File: config.mk
export PLATFORM = sky130hd
export DESIGN_NAME = stream_sum
export DESIGN_NICKNAME = d
export VERILOG_FILES = /design/src/rtl/stream_sum_pkg.sv /design/src/rtl/stream_skid.sv /design/src/rtl/stream_sum.sv
export SDC_FILE = /design/constraint.sdc
export NUM_CORES = 1
export LEC_CHECK = 0
export BUFFER_PORTS_ARGS = -buffer_cell sky130_fd_sc_hd__buf_2
export CORE_MARGIN = 10
export CORE_UTILIZATION = 40
export CTS_CLUSTER_SIZE = 28
export DETAILED_ROUTE_END_ITERATION = 12
export PLACE_DENSITY = 0.58
export SYNTH_ARGS = -nofsm -noshare
export SYNTH_HDL_FRONTEND = slang
export SYNTH_SLANG_ARGS = --single-unit
File: constraint.sdc
create_clock -name clk -period 5.75 [get_ports clk]
set_clock_uncertainty 0.2 [all_clocks]
set_input_delay 1.15 -clock clk [delete_from_list [all_inputs] [get_ports clk]]
set_output_delay 1.15 -clock clk [all_outputs]
set_load 0.03 [all_outputs]
File: src/rtl/stream_sum_pkg.sv
// rtl/stream_sum_pkg.sv - shared constants and FSM encoding for stream_sum and its helpers
package stream_sum_pkg;

  localparam int INT_N = 8;

  localparam logic TRUE  = 1'b1;
  localparam logic FALSE = 1'b0;

  typedef enum logic [1:0] {
    ST_IDLE  = 2'd0,
    ST_ACCUM = 2'd1,
    ST_EMIT  = 2'd2
  } state_e;

endpackage

File: src/rtl/stream_skid.sv
// rtl/stream_skid.sv - one-entry skid buffer for a valid/ready stream; empty path is combinational pass-through
module stream_skid
  import stream_sum_pkg::*;
#(
  parameter int N = INT_N
) (
  input  logic         clk,
  input  logic         nrst,
  input  logic [N-1:0] in_data,
  input  logic         in_valid,
  output logic         in_ready,
  output logic [N-1:0] out_data,
  output logic         out_valid,
  input  logic         out_ready
);

  logic         full_q, full_d;
  logic [N-1:0] data_q, data_d;

  always_ff @(posedge clk or negedge nrst) begin
    if (!nrst) begin
      full_q <= FALSE;
      data_q <= '0;
    end else begin
      full_q <= full_d;
      data_q <= data_d;
    end
  end

  always_comb begin
    full_d = full_q;
    data_d = data_q;
    if (full_q) begin
      if (out_ready) full_d = FALSE;
    end else if (in_valid && !out_ready) begin
      full_d = TRUE;
      data_d = in_data;
    end
  end

  assign in_ready  = !full_q;
  assign out_valid = full_q || in_valid;
  assign out_data  = full_q ? data_q : in_data;

endmodule

File: src/rtl/stream_sum.sv
// rtl/stream_sum.sv - reduces len stream elements to one sum; STREAM_SUM_SATURATE_EN selects saturating add plus ovf
module stream_sum
  import stream_sum_pkg::*;
#(
  parameter int N     = INT_N,
  parameter int ACC_W = 16,
  parameter int LEN_W = 8
) (
  input  logic             clk,
  input  logic             nrst,
  input  logic             in_valid,
  output logic             in_ready,
  input  logic [LEN_W-1:0] len,
  input  logic [N-1:0]     sIn,
  input  logic             sIn_valid,
  output logic             sIn_ready,
  output logic             out_valid,
  input  logic             out_ready,
`ifdef STREAM_SUM_SATURATE_EN
  output logic             ovf,
`endif
  output logic [ACC_W-1:0] sum
);

  state_e             state_q, state_d;
  logic [ACC_W-1:0]   acc_q, acc_d;
  logic [LEN_W-1:0]   rem_q, rem_d;
  logic               accept_en, start, fire, sk_in_ready, sk_valid;
  logic [N-1:0]       sk_data;

  assign accept_en = (state_q == ST_ACCUM);
  assign start     = in_valid && (state_q == ST_IDLE);
  assign fire      = sk_valid && accept_en;

  // The accumulator always drains the skid in ACCUM, so it only fills if that ever changes.
  stream_skid #(.N(N)) u_skid (
    .clk       (clk),
    .nrst      (nrst),
    .in_data   (sIn),
    .in_valid  (sIn_valid && accept_en),
    .in_ready  (sk_in_ready),
    .out_data  (sk_data),
    .out_valid (sk_valid),
    .out_ready (accept_en)
  );

  always_ff @(posedge clk or negedge nrst) begin
    if (!nrst) state_q <= ST_IDLE;
    else       state_q <= state_d;
  end

  always_comb begin
    state_d = state_q;
    case (state_q)
      ST_IDLE:  if (start) state_d = (len == '0) ? ST_EMIT : ST_ACCUM;
      ST_ACCUM: if (fire && rem_q == LEN_W'(1)) state_d = ST_EMIT;
      ST_EMIT:  if (out_ready) state_d = ST_IDLE;
      default:  state_d = ST_IDLE;
    endcase
  end

  always_comb begin
    in_ready  = (state_q == ST_IDLE);
    out_valid = (state_q == ST_EMIT);
    sIn_ready = accept_en && sk_in_ready;
    sum       = acc_q;
  end

`ifdef STREAM_SUM_SATURATE_EN
  logic           ovf_q, ovf_d;
  logic [ACC_W:0] add_w;

  always_comb begin
    add_w = (ACC_W+1)'(acc_q) + (ACC_W+1)'(sk_data);
    acc_d = acc_q;
    rem_d = rem_q;
    ovf_d = ovf_q;
    if (start) begin
      acc_d = '0;
      rem_d = len;
      ovf_d = FALSE;
    end else if (fire) begin
      rem_d = rem_q - LEN_W'(1);
      if (add_w[ACC_W]) begin
        acc_d = '1;
        ovf_d = TRUE;
      end else begin
        acc_d = add_w[ACC_W-1:0];
      end
    end
  end

  always_ff @(posedge clk or negedge nrst) begin
    if (!nrst) ovf_q <= FALSE;
    else       ovf_q <= ovf_d;
  end

  // Hidden while still reducing; held through IDLE until the next start clears it.
  assign ovf = ovf_q && (state_q != ST_ACCUM);
`else
  always_comb begin
    acc_d = acc_q;
    rem_d = rem_q;
    if (start) begin
      acc_d = '0;
      rem_d = len;
    end else if (fire) begin
      rem_d = rem_q - LEN_W'(1);
      acc_d = acc_q + ACC_W'(sk_data);
    end
  end
`endif

  always_ff @(posedge clk or negedge nrst) begin
    if (!nrst) begin
      acc_q <= '0;
      rem_q <= '0;
    end else begin
      acc_q <= acc_d;
      rem_q <= rem_d;
    end
  end

endmodule

==> out/qor.yml <==
syn_area_per_cell_um2: 10.1
required_ps: 5700
regToRegStartpoint: "u_skid.full_q$_DFF_PN0_"
setup_viol: 0
vias: 1666
drc: 0
postCtsHoldBufs: 0
cts_buffer_depth: 2
slowest_stage: "fa_1"
grt_pass1_wl_um: 8390
hp-start: "u_skid.data_q[1]$_DFFE_PN0P_"
regToRegSetupSlack_ps: 2770
crit_chain: "buf_2 -> mux2_2 -> ha_1 -> fa_1 -> a211oi_1 -> nor3_1 -> o311ai_0 -> xor2_1 -> nor2_1"
synthArstFlopShare_pct: 100
worstPathArrival_ps: 3130
intPower_uw: 580
avgRoutedWirePerCell_um: 16.0
postCtsResizedCells: 0
drive_above_1_share_pct: 28.0
synth_enable_flop_cells: 0
die_area_um2: 8490
seqPwrFrac_pct: 34.8
cp-end-kind: "flip-flop"
htree_levels: 2
hpwl_um: 3620
cts_tree: "built"
diodes: 0
grt_use_total_pct: 12.0
crit_type: "input pin to flip-flop"
timing.critical_path.buf_inv: 1
post-route-period-util_pct: 55.3
p_leak_uw: 0.00108
period_minus_slack_ps: 3180
crit_fanout: 3
clk_pin_slew_ps: 80
dp.cells: 298
io_buffer_count: 39
hold_viol: 0
status: "finished clean"
hold_path_class: "flip-flop to flip-flop"
syn2layout_area_growth_pct: 13.0
grt_pass1_vias: 1693
p_clk_share_pct: 17.1
swShare_pct: 44.6
num_rows: 26
slew_headroom_pct: 47.0
p_comb_share_pct: 48.1
numCtsBuffers: 5
max-cap-violations: 0
finalSetupTns_ps: 0
rsz0062_at_grt: "no"
ioPinCount: 40
layout.nets: 267
avgViaCountPerCell: 5.44
whs_endpoint: "u_skid.data_q[1]$_DFFE_PN0P_"
power_density_nw_per_um2: 445
syn_nets: 238
drv_slew: 0
max_stage_delay_ps: 420
antenna_found_initial: 0
r2r_cells: 8
die_w_um: 92.1
critPathTopFamily: "compound AO/OA/AOI/OAI gates"
core_um2: 5070
netlist_top_cells_area: "dfrtp_1, ha_1, mux2_2"
synth-seq-cells: 35
gp_congestion: 0.800
finalNonFillerCells: 306
clkLatencyLatePin_ps: 290
ant_nets: 0
worstReg2RegEnd: "sum[14]$_DFFE_PN0P_"
die_h_um: 92.1
wl_um: 4880
fmax_mhz: 314
ys_seq_area_share_pct: 42.1
synth.cell_area_um2: 2080
synthDominantCellAreaShare_pct: 42.1
grt_max_degree: 36
ys.flop_type: "dfrtp_1"
worstMarginPinSlew_ps: 795
yosysWarnings: 0
post_cts_buffers: 0
yosysUniqueCellTypes: 54
cts_sinks: 35
switching_power_uw: 467
min_delay_path_depth: 0
start_util_pct: 41.0
drtIter0Drc: 38
overflow: 0
postSynthCellCount: 206
cts_root_buffer: "clkbuf_8"
dr.pass1.iters: 4
peakVddDrop_v: 0.000213
synth.largest_area_cell: "dfrtp_1"
critPathLaunchType: "input pin"
-- worst max path at each step --
stage,depth (start not counted),start,end,slack [ps]
6_report,9,sIn[0],sum[14]$_DFFE_PN0P_,2570
3_5_place_dp,9,sIn[0],sum[14]$_DFFE_PN0P_,2250
5_1_grt,9,sIn[0],sum[14]$_DFFE_PN0P_,2410
3_3_place_gp,9,sIn[0],sum[14]$_DFFE_PN0P_,2280
2_1_floorplan,8,sIn[0],sum[14]$_DFFE_PN0P_,2520
4_1_cts,9,sIn[0],sum[14]$_DFFE_PN0P_,2580
-- Yosys cell counts, types with 3 or more instances --
cell	instances
a22o_1	5
nand3_1	8
nor3_1	6
nand2_1	12
inv_1	5
xnor2_1	4
clkbuf_1	9
mux2_2	8
nor2_1	11
dfrtp_1	35
ha_1	10
a221o_1	4
nor4_1	5
buf_2	3
xor2_1	4
a21oi_1	8
buf_6	3
o31ai_1	5
o211ai_1	3
o21ai_0	13
-- layout by cell type, fill, tap and decap left out, types with 6 or more instances in the layout --
cell type,n
dfrtp_1,35
nand2_1,12
a21oi_1,8
nand3_1,8
ha_1,10
nor2_1,11
buf_2,39
o21ai_0,13
mux2_2,8
nor3_1,6
-- cells by family (layout without fill, tap and decap cells) --
| family | after synthesis | in the layout | share of synthesized area (%) |
|---|---|---|---|
| xor+xnor | 8 | 8 | 3.37 |
| simple gates | 63 | 63 | 16.3 |
| compound gates | 58 | 58 | 20.9 |
| flops | 35 | 35 | 42.1 |
| mux | 9 | 9 | 4.81 |
| fa+ha+maj | 11 | 11 | 6.97 |
| buf+inv | 22 | 52 | 5.59 |
-- metal layers --
metal / vias to the layer above / part of all wire [%] / GRT usage [%] / wire length, µm
met3: 5 / 6.2 / 4.40 / 304
li1: 818 / - / - / -
met4: 0 / 0.82 / 3.86 / 40
met2: 36 / 44 / 18.4 / 2150
met5: - / 0 / 0 / 0
met1: 807 / 49 / 15.4 / 2380
-- registers in the layout, summed over array words and instances, names as in the netlist --
name and flops:
u_skid.data_q 8, sum 16, state_q 2, u_skid.full_q 1, rem_q 8
-- power groups by stage --
stage,registers (µW),logic [µW],clock network [µW]
floorplan,404,356,0
global route,374,562,194
finish,364,504,179
CTS,364,511,183
detailed placement,368,509,0
global placement,367,505,0
-- stage by stage --
| stage | instance area [µm²] | worst slack (ps) | hold WS, ps | power, µW | utilization (%) |
|---|---|---|---|---|---|
| 6_report | 2350 | 2570 | 176 | 1050 | 46.4 |
| 5_1_grt | 2350 | 2410 | 189 | 1130 | 46.4 |
| 4_1_cts | 2350 | 2580 | 181 | 1060 | 46.4 |
| 3_5_place_dp | 2270 | 2250 | 162 | 877 | 44.7 |
| 3_3_place_gp | 2270 | 2280 | 161 | 872 | 44.7 |
| 2_1_floorplan | 2080 | 2520 | 224 | 760 | - |
-- cell type report --
type,count,area (µm²)
Fill cell,520,2720
Multi-Input combinational cell,149,1090
Sequential cell,35,876
Timing Repair Buffer,39,195
Tap cell,70,87.6
Clock buffer,6,72.6
Inverter,5,18.8
Clock inverter,2,12.5
(Power assumes the default switching activity.)
